===== src/rtl/acc_ctrl_pkg.sv =====
// Shared types and encodings for the accumulator processor main control FSM:
// state enum, opcode constants, PCSrc / ALUSrcB / ALUOp encodings and an
// opcode legality helper.
package acc_ctrl_pkg;

  localparam int unsigned OPCODE_WIDTH  = 4;
  localparam int unsigned PCSRC_WIDTH   = 2;
  localparam int unsigned ALUSRCB_WIDTH = 2;
  localparam int unsigned ALUOP_WIDTH   = 2;

  typedef enum logic [3:0] {
    S_START     = 4'd0,
    S_FETCH     = 4'd1,
    S_DECODE    = 4'd2,
    S_MEM_READ  = 4'd3,
    S_ALU_WB    = 4'd4,
    S_LOAD_WB   = 4'd5,
    S_MEM_WRITE = 4'd6,
    S_IMM_WB    = 4'd7,
    S_BRANCH    = 4'd8,
    S_JUMP      = 4'd9,
    S_HALT      = 4'd10
  } state_e;

  localparam logic [OPCODE_WIDTH-1:0] OP_ADD   = 4'h0;
  localparam logic [OPCODE_WIDTH-1:0] OP_SUB   = 4'h1;
  localparam logic [OPCODE_WIDTH-1:0] OP_AND   = 4'h2;
  localparam logic [OPCODE_WIDTH-1:0] OP_OR    = 4'h3;
  localparam logic [OPCODE_WIDTH-1:0] OP_LOAD  = 4'h4;
  localparam logic [OPCODE_WIDTH-1:0] OP_STORE = 4'h5;
  localparam logic [OPCODE_WIDTH-1:0] OP_ADDI  = 4'h6;
  localparam logic [OPCODE_WIDTH-1:0] OP_BEQ   = 4'h8;
  localparam logic [OPCODE_WIDTH-1:0] OP_BNE   = 4'h9;
  localparam logic [OPCODE_WIDTH-1:0] OP_J     = 4'hA;
  localparam logic [OPCODE_WIDTH-1:0] OP_HALT  = 4'hF;

  localparam logic [PCSRC_WIDTH-1:0] PCSRC_PC2    = 2'b00;
  localparam logic [PCSRC_WIDTH-1:0] PCSRC_JUMP   = 2'b01;
  localparam logic [PCSRC_WIDTH-1:0] PCSRC_BRANCH = 2'b10;
  localparam logic [PCSRC_WIDTH-1:0] PCSRC_ZERO   = 2'b11;

  localparam logic [ALUSRCB_WIDTH-1:0] SRCB_MEM    = 2'b00;
  localparam logic [ALUSRCB_WIDTH-1:0] SRCB_CONST2 = 2'b01;
  localparam logic [ALUSRCB_WIDTH-1:0] SRCB_CONST0 = 2'b10;
  localparam logic [ALUSRCB_WIDTH-1:0] SRCB_IMM    = 2'b11;

  localparam logic [ALUOP_WIDTH-1:0] ALUOP_ADD = 2'b00;
  localparam logic [ALUOP_WIDTH-1:0] ALUOP_SUB = 2'b01;
  localparam logic [ALUOP_WIDTH-1:0] ALUOP_AND = 2'b10;
  localparam logic [ALUOP_WIDTH-1:0] ALUOP_OR  = 2'b11;

  // True for every opcode the decoder dispatches; anything else is a NOP + illegal pulse.
  function automatic logic op_is_legal(input logic [OPCODE_WIDTH-1:0] op);
    return (op <= OP_ADDI) || (op == OP_BEQ) || (op == OP_BNE) ||
           (op == OP_J) || (op == OP_HALT);
  endfunction

endpackage


===== src/rtl/acc_ctrl_outdec.sv =====
// Combinational output decode for the main control FSM.
// Inputs : state_i (current state), opcode_i (IR opcode), mem_ready_i.
// Outputs: PC update controls, IR/memory strobes, accumulator and ALU selects,
//          halted and illegal. Strobes in FETCH are qualified by mem_ready_i so
//          PC and IR are never written during a fetch stall.
module acc_ctrl_outdec
  import acc_ctrl_pkg::*;
(
  input  state_e                   state_i,
  input  logic [OPCODE_WIDTH-1:0]  opcode_i,
  input  logic                     mem_ready_i,
  output logic                     pc_write_o,
  output logic                     branch_o,
  output logic                     bne_or_beq_o,
  output logic [PCSRC_WIDTH-1:0]   pcsrc_o,
  output logic                     ir_write_o,
  output logic                     mem_read_o,
  output logic                     mem_write_o,
  output logic                     iord_o,
  output logic                     acc_write_o,
  output logic                     acc_src_o,
  output logic                     alu_src_a_o,
  output logic [ALUSRCB_WIDTH-1:0] alu_src_b_o,
  output logic [ALUOP_WIDTH-1:0]   alu_op_o,
  output logic                     halted_o,
  output logic                     illegal_o
);

  always_comb begin
    pc_write_o   = 1'b0;
    branch_o     = 1'b0;
    bne_or_beq_o = 1'b0;
    pcsrc_o      = PCSRC_PC2;
    ir_write_o   = 1'b0;
    mem_read_o   = 1'b0;
    mem_write_o  = 1'b0;
    iord_o       = 1'b0;
    acc_write_o  = 1'b0;
    acc_src_o    = 1'b0;
    alu_src_a_o  = 1'b0;
    alu_src_b_o  = SRCB_MEM;
    alu_op_o     = ALUOP_ADD;
    halted_o     = 1'b0;
    illegal_o    = 1'b0;
    unique case (state_i)
      S_FETCH: begin
        // ALU computes PC+2 while memory returns the instruction.
        mem_read_o  = 1'b1;
        alu_src_b_o = SRCB_CONST2;
        ir_write_o  = mem_ready_i;
        pc_write_o  = mem_ready_i;
      end
      S_DECODE: begin
        // Precompute branch target into ALUOut.
        alu_src_b_o = SRCB_IMM;
        illegal_o   = !op_is_legal(opcode_i);
      end
      S_MEM_READ: begin
        mem_read_o = 1'b1;
        iord_o     = 1'b1;
      end
      S_ALU_WB: begin
        acc_write_o = 1'b1;
        alu_src_a_o = 1'b1;
        alu_src_b_o = SRCB_MEM;
        alu_op_o    = ALUOP_WIDTH'(opcode_i[1:0]);
      end
      S_LOAD_WB: begin
        acc_write_o = 1'b1;
        acc_src_o   = 1'b1;
      end
      S_MEM_WRITE: begin
        mem_write_o = 1'b1;
        iord_o      = 1'b1;
      end
      S_IMM_WB: begin
        acc_write_o = 1'b1;
        alu_src_a_o = 1'b1;
        alu_src_b_o = SRCB_IMM;
      end
      S_BRANCH: begin
        // ACC - 0 drives the Zero flag; PC loads ALUOut when the condition holds.
        branch_o     = 1'b1;
        pcsrc_o      = PCSRC_BRANCH;
        alu_src_a_o  = 1'b1;
        alu_src_b_o  = SRCB_CONST0;
        alu_op_o     = ALUOP_SUB;
        bne_or_beq_o = (opcode_i == OP_BEQ);
      end
      S_JUMP: begin
        pc_write_o = 1'b1;
        pcsrc_o    = PCSRC_JUMP;
      end
      S_HALT: begin
        halted_o = 1'b1;
      end
      default: ;
    endcase
  end

endmodule


===== src/rtl/acc_control_fsm.sv =====
// Multicycle main control FSM for the 16-bit accumulator processor.
// Inputs : CLK, reset (async active-low), opcode (IR[15:12]), mem_ready.
// Outputs: PCWrite, Branch, bneOrbeq, PCSrc, IRWrite, MemRead, MemWrite, IorD,
//          AccWrite, AccSrc, ALUSrcA, ALUSrcB, ALUOp, halted, illegal.
// Outputs are decoded from the state register (plus mem_ready in FETCH and
// opcode in DECODE/ALU_WB/BRANCH), so reset forces them all low immediately.
module acc_control_fsm
  import acc_ctrl_pkg::*;
#(
  parameter int unsigned OPCODE_W = 4,
  parameter int unsigned PCSRC_W  = 2
) (
  input  logic                CLK,
  input  logic                reset,
  input  logic [OPCODE_W-1:0] opcode,
  input  logic                mem_ready,
  output logic                PCWrite,
  output logic                Branch,
  output logic                bneOrbeq,
  output logic [PCSRC_W-1:0]  PCSrc,
  output logic                IRWrite,
  output logic                MemRead,
  output logic                MemWrite,
  output logic                IorD,
  output logic                AccWrite,
  output logic                AccSrc,
  output logic                ALUSrcA,
  output logic [1:0]          ALUSrcB,
  output logic [1:0]          ALUOp,
  output logic                halted,
  output logic                illegal
);

  state_e                  state_q, state_d;
  logic [OPCODE_WIDTH-1:0] op;
  logic [PCSRC_WIDTH-1:0]  pcsrc;

  assign op    = OPCODE_WIDTH'(opcode);
  assign PCSrc = PCSRC_W'(pcsrc);

  // State register.
  always_ff @(posedge CLK or negedge reset) begin
    if (!reset) state_q <= S_START;
    else        state_q <= state_d;
  end

  // Next-state logic; memory states hold until mem_ready, HALT exits only via reset.
  always_comb begin
    state_d = state_q;
    unique case (state_q)
      S_START: state_d = S_FETCH;
      S_FETCH: if (mem_ready) state_d = S_DECODE;
      S_DECODE: begin
        case (op)
          OP_ADD, OP_SUB, OP_AND, OP_OR, OP_LOAD: state_d = S_MEM_READ;
          OP_STORE:                               state_d = S_MEM_WRITE;
          OP_ADDI:                                state_d = S_IMM_WB;
          OP_BEQ, OP_BNE:                         state_d = S_BRANCH;
          OP_J:                                   state_d = S_JUMP;
          OP_HALT:                                state_d = S_HALT;
          default:                                state_d = S_FETCH;
        endcase
      end
      S_MEM_READ: if (mem_ready) state_d = (op == OP_LOAD) ? S_LOAD_WB : S_ALU_WB;
      S_MEM_WRITE: if (mem_ready) state_d = S_FETCH;
      S_ALU_WB, S_LOAD_WB, S_IMM_WB, S_BRANCH, S_JUMP: state_d = S_FETCH;
      S_HALT: state_d = S_HALT;
      default: state_d = S_START;
    endcase
  end

  acc_ctrl_outdec u_outdec (
    .state_i      (state_q),
    .opcode_i     (op),
    .mem_ready_i  (mem_ready),
    .pc_write_o   (PCWrite),
    .branch_o     (Branch),
    .bne_or_beq_o (bneOrbeq),
    .pcsrc_o      (pcsrc),
    .ir_write_o   (IRWrite),
    .mem_read_o   (MemRead),
    .mem_write_o  (MemWrite),
    .iord_o       (IorD),
    .acc_write_o  (AccWrite),
    .acc_src_o    (AccSrc),
    .alu_src_a_o  (ALUSrcA),
    .alu_src_b_o  (ALUSrcB),
    .alu_op_o     (ALUOp),
    .halted_o     (halted),
    .illegal_o    (illegal)
  );

endmodule


===== config.mk =====
export PLATFORM = sky130hd
export DESIGN_NAME = acc_control_fsm
export DESIGN_NICKNAME = d
export VERILOG_FILES = /design/src/rtl/acc_ctrl_pkg.sv /design/src/rtl/acc_ctrl_outdec.sv /design/src/rtl/acc_control_fsm.sv
export SDC_FILE = /design/constraint.sdc
export NUM_CORES = 1
export LEC_CHECK = 0
export CORE_MARGIN = 5
export CORE_UTILIZATION = 35
export DETAILED_ROUTE_END_ITERATION = 16
export PLACE_DENSITY = 0.7
export SYNTH_ARGS = -nofsm -noshare
export SYNTH_HDL_FRONTEND = slang
export SYNTH_SLANG_ARGS = --single-unit

===== constraint.sdc =====
create_clock -name CLK -period 1.3 [get_ports CLK]
set_input_delay 0.26 -clock CLK [delete_from_list [all_inputs] [get_ports CLK]]
set_output_delay 0.26 -clock CLK [all_outputs]
set_load 0.05 [all_outputs]

==> impl_metrics.prom, run 1 <==
# TYPE chip_impl_metric gauge
chip_impl_metric{name="synthesis.area",unit="sq um"} 619
chip_impl_metric{name="dp_hpwl",unit="microns"} 1970
chip_impl_metric{name="post_synth.cell_area_avg",unit="sq um"} 7.94
chip_impl_metric{name="tritoncts.num_buffers",unit=""} 3
chip_impl_info{name="synth_top_cells_by_area",value="sky130_fd_sc_hd__dfrtp_1 16%, sky130_fd_sc_hd__ha_1 12%, sky130_fd_sc_hd__nand2b_1 5.1%, sky130_fd_sc_hd__nor2_1 4.2%, sky130_fd_sc_hd__nor2b_1 4.0%"} 1
chip_impl_metric{name="num_rows",unit=""} 15
chip_impl_metric{name="synth.yosys.warnings",unit=""} 0
chip_impl_metric{name="die_x",unit="microns"} 52.1
chip_impl_metric{name="hold_buffers",unit=""} 0
chip_impl_metric{name="syn-instance-count",unit=""} 78
chip_impl_info{name="outcome",value="aborted with a tool error"} 1
chip_impl_metric{name="boundary_pins",unit=""} 25
chip_impl_metric{name="synth.lib_cells_used.distinct",unit=""} 35
chip_impl_info{name="first-error",value="[ERROR DPL-0038] Utilization greater than 100%, impossible to legalize"} 1
chip_impl_metric{name="synth_sequential_area_ratio",unit=""} 0.162
chip_impl_info{name="dominantRegCellSynth",value="sky130_fd_sc_hd__dfrtp_1"} 1
chip_impl_metric{name="cts_setup_buffers",unit=""} 9
chip_impl_info{name="ctsRootBufferMaster",value="sky130_fd_sc_hd__clkbuf_4"} 1
chip_impl_metric{name="cts-resized-gates",unit=""} 69
chip_impl_metric{name="clock_sinks",unit=""} 4
chip_impl_metric{name="die_height",unit="microns"} 52.1
chip_impl_metric{name="synthArstFlopShare",unit=""} 1.00
chip_impl_metric{name="ys_seq_elements",unit=""} 4
chip_impl_metric{name="edff_count_synth",unit=""} 0
chip_impl_metric{name="synth_top_area_share",unit=""} 0.162
chip_impl_metric{name="port_buffers",unit=""} 24
chip_impl_metric{name="synth.net_count",unit=""} 91
chip_impl_info{name="yosys.area.top_type",value="sky130_fd_sc_hd__dfrtp_1"} 1
chip_impl_info{name="last-stage-reached",value="clock tree synthesis (4_1_cts)"} 1
chip_impl_metric{name="deepest_level_of_the_cts_h_tree",unit=""} 1
chip_impl_metric{name="gp_congestion",unit=""} 0.835
chip_impl_metric{name="initial_utilization",unit=""} 0.363
chip_impl_metric{name="ctsLongestPathBuffers",unit=""} 2
-- through the flow --
step | util | setup WS, ns | instances | instance area, sq um
after detailed placement | 0.853 | -0.985 | 158 | 1460
after floorplan | - | -0.540 | 78 | 766
after global placement | 0.853 | -0.904 | 158 | 1460
-- kinds of logic after synthesis --
kind of cell               synth area share
DFF                                   0.162
buffers and inverters                0.0889
and+or+nand+nor                       0.347
xor gates and xnor gates             0.0424
adders and majority gates             0.121
AOI/OAI and AO/OA                     0.214
muxes                                0.0242
-- synthesized netlist by cell type, types with 2 or more instances --
cell type and count:
sky130_fd_sc_hd__a2111oi_0 2, sky130_fd_sc_hd__a21oi_1 3, sky130_fd_sc_hd__a221oi_1 2, sky130_fd_sc_hd__and2_1 2, sky130_fd_sc_hd__and4b_2 2, sky130_fd_sc_hd__buf_2 2
sky130_fd_sc_hd__clkbuf_1 3, sky130_fd_sc_hd__dfrtp_1 4, sky130_fd_sc_hd__ha_1 6, sky130_fd_sc_hd__inv_1 4, sky130_fd_sc_hd__nand2_1 3, sky130_fd_sc_hd__nand2b_1 5
sky130_fd_sc_hd__nor2_1 7, sky130_fd_sc_hd__nor2b_1 4, sky130_fd_sc_hd__nor3_1 3, sky130_fd_sc_hd__nor3b_1 3, sky130_fd_sc_hd__nor4_1 2, sky130_fd_sc_hd__o21a_1 2
sky130_fd_sc_hd__o21ai_0 2, sky130_fd_sc_hd__xor2_1 2
==> run 2, diff against run 1 <==
Settings changed: CORE_AREA from default to 5 5 66 68, CORE_MARGIN 5 to default, CORE_UTILIZATION 35 to default, DIE_AREA from default to 0 0 71 73, PLACE_DENSITY 0.7 to default, PLACE_DENSITY_LB_ADDON from default to 0.15.
Clock period 1.3 ns to 1.7 ns, I/O delays scaled along.
==> impl_metrics.prom, run 2 <==
# TYPE chip_impl_metric gauge
chip_impl_info{name="failed_checks",value="negative setup slack"} 1
chip_impl_metric{name="clock_skew",unit="ns"} 0.000564
chip_impl_metric{name="drv_cap",unit=""} 0
chip_impl_metric{name="worst-slew-pin-transition",unit="ns"} 0.411
chip_impl_metric{name="area_delta_synth_final",unit="%"} 185
chip_impl_info{name="kind_of_cell_with_the_highest_combined_delay_on_the_critical_path",value="buffers and inverters"} 1
chip_impl_info{name="outcome",value="finished with violations"} 1
chip_impl_metric{name="grt_max_degree",unit=""} 11
chip_impl_metric{name="normalized_max_slew_margin",unit=""} 0.719
chip_impl_info{name="synth.cells.most_frequent",value="7 x sky130_fd_sc_hd__nor2_1, 6 x sky130_fd_sc_hd__ha_1, 5 x sky130_fd_sc_hd__nand2b_1"} 1
chip_impl_metric{name="worst_ep_arrival_time",unit="ns"} 1.58
chip_impl_info{name="synth_top_cells_by_area",value="sky130_fd_sc_hd__dfrtp_1 16%, sky130_fd_sc_hd__ha_1 12%, sky130_fd_sc_hd__nand2b_1 5.1%, sky130_fd_sc_hd__nor2_1 4.2%, sky130_fd_sc_hd__nor2b_1 4.0%"} 1
chip_impl_info{name="type_of_element_launching_the_critical_path",value="primary input"} 1
chip_impl_metric{name="synth.lib_cells_used.distinct",unit=""} 35
chip_impl_metric{name="vdd.ir_drop.worst",unit="mV"} 0.411
chip_impl_metric{name="wl_per_cell",unit="microns"} 12.3
chip_impl_metric{name="power_density_normalized_to_cell_area",unit="nW/um^2"} 1500
chip_impl_metric{name="crit_path_max_fanout",unit=""} 3
chip_impl_metric{name="synth.net_count",unit=""} 91
chip_impl_metric{name="worst-path-buf-inv",unit=""} 3
chip_impl_metric{name="slew_violations",unit=""} 0
chip_impl_metric{name="drive_above_1_share",unit=""} 0.775
chip_impl_metric{name="stdcell_count",unit=""} 188
chip_impl_metric{name="edff_count_synth",unit=""} 0
chip_impl_metric{name="boundary_pins",unit=""} 25
chip_impl_metric{name="ant_nets",unit=""} 0
chip_impl_metric{name="port_buffers",unit=""} 24
chip_impl_metric{name="setup_viol",unit=""} 7
chip_impl_metric{name="tritoncts.num_buffers",unit=""} 3
chip_impl_metric{name="antennaDiodeCount",unit=""} 0
chip_impl_info{name="worst-setup-path-type",value="in -> out"} 1
chip_impl_info{name="max_flop_register",value="state_q"} 1
chip_impl_info{name="layout_commonest_cell",value="sky130_fd_sc_hd__buf_4"} 1
chip_impl_metric{name="clk_transition_reported_paths",unit="ns"} 0.03
chip_impl_info{name="ctsRootBufferMaster",value="sky130_fd_sc_hd__clkbuf_8"} 1
chip_impl_metric{name="fp.dieArea",unit="sq um"} 5180
chip_impl_metric{name="cellLeakagePower",unit="nW"} 0.720
chip_impl_metric{name="initial_utilization",unit=""} 0.163
chip_impl_metric{name="die_height",unit="microns"} 73
chip_impl_metric{name="vias_per_cell",unit=""} 4.26
chip_impl_metric{name="synth_sequential_area_ratio",unit=""} 0.162
chip_impl_info{name="crit_path_cell_trace",value="buf_6 -> buf_6 -> ha_4 -> nor3_4 -> nand3b_1 -> a2111oi_4 -> clkbuf_16"} 1
chip_impl_metric{name="synthArstFlopShare",unit=""} 1.00
chip_impl_info{name="most-common-layout-cells",value="27 x sky130_fd_sc_hd__buf_4, 18 x sky130_fd_sc_hd__buf_12, 14 x sky130_fd_sc_hd__buf_6, 4 x sky130_fd_sc_hd__nand2b_4"} 1
chip_impl_metric{name="gp_congestion",unit=""} 0.789
chip_impl_metric{name="dp_hpwl",unit="microns"} 1870
chip_impl_metric{name="hold_slack",unit="ns"} 0.314
chip_impl_metric{name="core",unit="sq um"} 3800
chip_impl_metric{name="grt_antenna_before_repair",unit=""} 0
chip_impl_metric{name="die_x",unit="microns"} 71
chip_impl_metric{name="post_synth.cell_area_avg",unit="sq um"} 7.94
chip_impl_metric{name="clk-insertion-delay-late",unit="ns"} 0.22
chip_impl_metric{name="grt.total_usage",unit=""} 0.0918
chip_impl_metric{name="critPathRequiredTime",unit="ns"} 1.36
chip_impl_metric{name="ys_seq_elements",unit=""} 4
chip_impl_metric{name="synth.yosys.warnings",unit=""} 0
chip_impl_info{name="critical_path.most_common_cell",value="sky130_fd_sc_hd__buf_6"} 1
chip_impl_info{name="tritoncts",value="done"} 1
chip_impl_metric{name="vias",unit=""} 800
chip_impl_metric{name="final_hold_viol_count",unit=""} 0
chip_impl_metric{name="final_net_count",unit=""} 153
chip_impl_metric{name="largest_register_ff_count",unit=""} 4
chip_impl_metric{name="number_of_global_route_vias_before_repair",unit=""} 841
chip_impl_metric{name="clock_sinks",unit=""} 4
chip_impl_metric{name="finalWirelength",unit="microns"} 2320
chip_impl_metric{name="final.setup.worst_slack",unit="ns"} -0.224
chip_impl_info{name="critical-path-slowest-cell",value="sky130_fd_sc_hd__a2111oi_4"} 1
chip_impl_info{name="critical_path_sink_type",value="primary output"} 1
chip_impl_metric{name="grt-ovfl-total",unit=""} 0
chip_impl_metric{name="cpPeakStageDelay",unit="ns"} 0.34
chip_impl_metric{name="num_rows",unit=""} 23
chip_impl_info{name="dominantRegCellSynth",value="sky130_fd_sc_hd__dfrtp_1"} 1
chip_impl_metric{name="hold_buffers",unit=""} 0
chip_impl_metric{name="deepest_level_of_the_cts_h_tree",unit=""} 1
chip_impl_metric{name="synth_top_area_share",unit=""} 0.162
chip_impl_metric{name="global_route_wire_length_before_repair",unit="microns"} 3880
chip_impl_metric{name="syn-instance-count",unit=""} 78
chip_impl_metric{name="ctsLongestPathBuffers",unit=""} 2
chip_impl_metric{name="placedCellCount",unit=""} 175
chip_impl_info{name="timing.hold.worst.class",value="in -> async"} 1
chip_impl_metric{name="dr.first_iter.drc_count",unit=""} 12
chip_impl_info{name="rsz_0062_raised_after_global_routing",value="true"} 1
chip_impl_metric{name="remaining_drc_errors",unit=""} 0
chip_impl_info{name="largestRegisters",value="state_q: 4 flops"} 1
chip_impl_metric{name="dr.pass1.iters",unit=""} 2
chip_impl_metric{name="max_clock_freq",unit="MHz"} 520
chip_impl_metric{name="synthesis.area",unit="sq um"} 619
chip_impl_metric{name="period_minus_slack",unit="ns"} 1.92
chip_impl_metric{name="final_min_period_over_clock_period",unit=""} 1.13
chip_impl_info{name="yosysMostFrequentCell",value="sky130_fd_sc_hd__nor2_1"} 1
chip_impl_info{name="yosys.area.top_type",value="sky130_fd_sc_hd__dfrtp_1"} 1
-- run 2: per-layer routing --
layer,global-route usage,up-vias,share of wire
li1,-,403,-
met1,0.103,376,0.40
met2,0.175,17,0.55
met3,0.0152,4,0.041
met4,0.0313,0,0.0099
met5,0,-,0
-- run 2: worst paths after layout --
check / startpoint / endpoint / slack, ns / depth (start not counted)
setup / recovery: opcode[0] / illegal / -0.22 / 7
hold / removal: reset / state_q[2] / 0.31 / 1
setup reg to reg: state_q[1] / state_q[0] / 0.07 / 5
hold reg to reg: state_q[2] / state_q[1] / 0.77 / 2
max in group asynchronous: reset / state_q[3] / 1.21 / 1
min in group CLK: mem_ready / state_q[2] / 0.65 / 3
-- run 2: cell type report --
| class | instances | area, sq um |
|---|---|---|
| Clock buffer | 3 | 41.3 |
| Fill cell | 373 | 2040 |
| Inverter | 4 | 15.0 |
| Multi-Input combinational cell | 63 | 759 |
| Sequential cell | 4 | 103 |
| Tap cell | 50 | 62.6 |
| Timing Repair Buffer | 64 | 782 |
-- run 2: cell families (layout without fill, tap and decap cells) --
kind of cell / Yosys count / in the layout / share of synthesized area
muxes: 1 / 1 / 0.0242
xor gates and xnor gates: 3 / 3 / 0.0424
and+or+nand+nor: 35 / 35 / 0.347
AOI/OAI and AO/OA: 18 / 18 / 0.214
adders and majority gates: 6 / 6 / 0.121
buffers and inverters: 11 / 71 / 0.0889
DFF: 4 / 4 / 0.162
-- run 2: worst reg2reg max path: stages, from the launching register on --
cell and delay [ns]:
sky130_fd_sc_hd__dfrtp_2 0.48, sky130_fd_sc_hd__buf_6 0.16, sky130_fd_sc_hd__buf_6 0.11, sky130_fd_sc_hd__nor4bb_2 0.15, sky130_fd_sc_hd__a311o_1 0.33, sky130_fd_sc_hd__a221oi_2 0.29
-- run 2: power by group --
part           internal, W  switching [W]  total, W  leakage [nW]
combinational      0.00115        0.00109   0.00224         0.650
clock             0.000152      0.0000556  0.000207        0.0216
sequential        0.000133      0.0000671  0.000200        0.0481
-- run 2: through the flow --
stage	cell area, sq um	setup slack (ns)	utilization	setup TNS, ns	power (W)
2_1_floorplan	774	-0.245	-	-0.939	0.00122
3_3_place_gp	1430	-0.630	0.376	-2.46	0.00204
3_5_place_dp	1430	-0.705	0.376	-2.52	0.00205
4_1_cts	1640	-0.265	0.432	-0.394	0.00251
5_1_grt	1760	-0.291	0.464	-1.19	0.00278
6_report	1760	-0.224	0.464	-0.421	0.00265
-- run 2: timing repair --
item                                   4_1_cts  5_1_grt
setup buffers                                7        3
gates resized for setup                     42       19
gates cloned                                 0        0
pin swaps                                   11       10
setup endpoints to repair                   15       16
endpoints found under the hold margin        0        0
Note: power is estimated with default switching activity, not from simulation.
==> run 3, diff against run 2 <==
--- a/constraint.sdc
+++ b/constraint.sdc
@@ -3,2 +3,2 @@
 set_output_delay 0.34 -clock CLK [all_outputs]
-set_load 0.05 [all_outputs]
+set_load 0.1 [all_outputs]
==> impl_metrics.prom, run 3 (synthesized netlist as in run 2, its figures left out) <==
# TYPE chip_impl_metric gauge
chip_impl_info{name="outcome",value="finished with violations"} 1
chip_impl_info{name="failed_checks",value="negative setup slack"} 1
chip_impl_metric{name="remaining_drc_errors",unit=""} 0
chip_impl_info{name="max_flop_register",value="state_q"} 1
chip_impl_metric{name="dp_hpwl",unit="microns"} 1930
chip_impl_info{name="critical-path-slowest-cell",value="sky130_fd_sc_hd__a2111oi_4"} 1
chip_impl_metric{name="gp_congestion",unit=""} 0.793
chip_impl_metric{name="clk_transition_reported_paths",unit="ns"} 0.03
chip_impl_metric{name="ant_nets",unit=""} 0
chip_impl_info{name="type_of_element_launching_the_critical_path",value="primary input"} 1
chip_impl_metric{name="power_density_normalized_to_cell_area",unit="nW/um^2"} 1780
chip_impl_metric{name="deepest_level_of_the_cts_h_tree",unit=""} 1
chip_impl_metric{name="worst-slew-pin-transition",unit="ns"} 0.436
chip_impl_metric{name="area_delta_synth_final",unit="%"} 194
chip_impl_metric{name="grt_antenna_before_repair",unit=""} 0
chip_impl_metric{name="number_of_global_route_vias_before_repair",unit=""} 839
chip_impl_info{name="layout_commonest_cell",value="sky130_fd_sc_hd__buf_4"} 1
chip_impl_metric{name="crit_path_max_fanout",unit=""} 3
chip_impl_metric{name="final_min_period_over_clock_period",unit=""} 1.13
chip_impl_metric{name="dr.pass1.iters",unit=""} 4
chip_impl_metric{name="final_net_count",unit=""} 157
chip_impl_metric{name="dr.first_iter.drc_count",unit=""} 10
chip_impl_metric{name="die_x",unit="microns"} 71
chip_impl_info{name="rsz_0062_raised_after_global_routing",value="true"} 1
chip_impl_metric{name="drv_cap",unit=""} 0
chip_impl_metric{name="max_clock_freq",unit="MHz"} 520
chip_impl_info{name="critical_path_sink_type",value="primary output"} 1
chip_impl_metric{name="clk-insertion-delay-late",unit="ns"} 0.22
chip_impl_metric{name="post-place-ws",unit="ns"} -0.721
chip_impl_metric{name="port_buffers",unit=""} 24
chip_impl_metric{name="core",unit="sq um"} 3800
chip_impl_metric{name="antennaDiodeCount",unit=""} 0
chip_impl_metric{name="period_minus_slack",unit="ns"} 1.92
chip_impl_metric{name="finalWirelength",unit="microns"} 2350
chip_impl_metric{name="num_rows",unit=""} 23
chip_impl_metric{name="clock_skew",unit="ns"} 0.00264
chip_impl_metric{name="fillers",unit=""} 364
chip_impl_metric{name="cellLeakagePower",unit="nW"} 0.730
chip_impl_metric{name="normalized_max_slew_margin",unit=""} 0.702
chip_impl_metric{name="grt-ovfl-total",unit=""} 0
chip_impl_metric{name="clock_sinks",unit=""} 4
chip_impl_metric{name="boundary_pins",unit=""} 25
chip_impl_metric{name="final.setup.worst_slack",unit="ns"} -0.224
chip_impl_metric{name="r2r_depth",unit=""} 4
chip_impl_info{name="most-common-layout-cells",value="32 x sky130_fd_sc_hd__buf_4, 20 x sky130_fd_sc_hd__buf_12, 11 x sky130_fd_sc_hd__buf_6, 5 x sky130_fd_sc_hd__nor2_4, 4 x sky130_fd_sc_hd__dfrtp_2"} 1
chip_impl_metric{name="stdcell_count",unit=""} 192
chip_impl_metric{name="fp.dieArea",unit="sq um"} 5180
chip_impl_metric{name="die_height",unit="microns"} 73
chip_impl_metric{name="worst_ep_arrival_time",unit="ns"} 1.58
chip_impl_metric{name="grt.total_usage",unit=""} 0.0938
chip_impl_metric{name="setup_viol",unit=""} 11
chip_impl_info{name="largestRegisters",value="state_q: 4 flops"} 1
chip_impl_metric{name="worst-path-buf-inv",unit=""} 2
chip_impl_info{name="timing.hold.worst.class",value="in -> async"} 1
chip_impl_metric{name="ctsLongestPathBuffers",unit=""} 2
chip_impl_metric{name="wl_per_cell",unit="microns"} 12.2
chip_impl_info{name="timing.rr.end",value="state_q[0]"} 1
chip_impl_metric{name="initial_utilization",unit=""} 0.163
chip_impl_metric{name="slew_violations",unit=""} 0
chip_impl_metric{name="global_route_wire_length_before_repair",unit="microns"} 3970
chip_impl_metric{name="grt_max_degree",unit=""} 9
chip_impl_info{name="r2r_start",value="state_q[1]"} 1
chip_impl_metric{name="vias",unit=""} 822
chip_impl_info{name="worst-setup-path-type",value="in -> out"} 1
chip_impl_info{name="crit_path_cell_trace",value="buf_4 -> ha_2 -> nor3b_2 -> o21ai_2 -> a2111oi_4 -> buf_12"} 1
chip_impl_metric{name="hold_buffers",unit=""} 0
chip_impl_info{name="ctsRootBufferMaster",value="sky130_fd_sc_hd__clkbuf_8"} 1
chip_impl_metric{name="largest_register_ff_count",unit=""} 4
chip_impl_metric{name="vias_per_cell",unit=""} 4.28
chip_impl_info{name="tritoncts",value="done"} 1
chip_impl_metric{name="cpPeakStageDelay",unit="ns"} 0.40
chip_impl_metric{name="vdd.ir_drop.worst",unit="mV"} 0.516
chip_impl_metric{name="final_hold_viol_count",unit=""} 0
chip_impl_info{name="kind_of_cell_with_the_highest_combined_delay_on_the_critical_path",value="compound AO/OA/AOI/OAI gates"} 1
chip_impl_metric{name="timing.reg2reg.setup_slack",unit="ns"} 0.17
chip_impl_metric{name="critPathRequiredTime",unit="ns"} 1.36
chip_impl_metric{name="drive_above_1_share",unit=""} 0.796
chip_impl_metric{name="tritoncts.num_buffers",unit=""} 3
chip_impl_metric{name="placedCellCount",unit=""} 175
## run 3: changes by cell type in the layout (fill, tap and decap cells not counted), moves of 2 or more
cell / previous run / this run
sky130_fd_sc_hd__nor2_4: 2 / 5
sky130_fd_sc_hd__buf_6: 14 / 11
sky130_fd_sc_hd__dfrtp_2: 2 / 4
sky130_fd_sc_hd__buf_12: 18 / 20
sky130_fd_sc_hd__nor2_2: 2 / 0
sky130_fd_sc_hd__buf_4: 27 / 32
sky130_fd_sc_hd__dfrtp_1: 2 / 0
## run 3: timing repair
item                       4_1_cts  5_1_grt
gates cloned                     0        0
resized for setup               48       18
setup endpoints to repair       18       17
pin swaps                       15       16
setup buffers                    9        7
## run 3: layout make-up
cell class	instances	area [sq um]	share of cell area
Sequential cell	4	105	0.0578
Tap cell	50	62.6	0.0344
Multi-Input combinational cell	63	776	0.427
Inverter	4	17.5	0.00964
Clock buffer	3	41.3	0.0227
Timing Repair Buffer	68	816	0.449
## run 3: worst max-delay path by stage
stage,from,to,slack (ns),depth (start not counted)
3_3_place_gp,opcode[1],illegal,-0.64,7
2_1_floorplan,state_q[2],bneOrbeq,-0.73,3
6_report,opcode[1],illegal,-0.22,6
5_1_grt,opcode[1],illegal,-0.27,6
4_1_cts,opcode[0],illegal,-0.27,7
3_5_place_dp,opcode[1],illegal,-0.72,7
## run 3: layer usage
metal	vias up	GRT usage	wire, microns
li1	410	-	-
met1	393	0.108	910
met2	19	0.179	1340
met3	0	0.0220	94
met4	0	0.0125	0
met5	-	0	0
## run 3: through the flow
stage / utilization / hold WS (ns) / cell area [sq um] / total power, W / TNS (ns)
global route: 0.479 / 0.332 / 1820 / 0.00338 / -1.47
floorplan: - / 0.0444 / 793 / 0.00174 / -6.29
finish: 0.479 / 0.327 / 1820 / 0.00324 / -0.728
global placement: 0.381 / 0.543 / 1450 / 0.00256 / -2.70
CTS: 0.450 / 0.325 / 1710 / 0.00312 / -0.975
detailed placement: 0.381 / 0.555 / 1450 / 0.00257 / -2.88
## run 3: where the power goes
| group | switching (W) | total [W] | internal (W) |
|---|---|---|---|
| clock network | 0.0000481 | 0.000199 | 0.000151 |
| registers | 0.0000701 | 0.000207 | 0.000137 |
| logic | 0.00159 | 0.00284 | 0.00125 |
| total | 0.00170 | 0.00324 | 0.00154 |
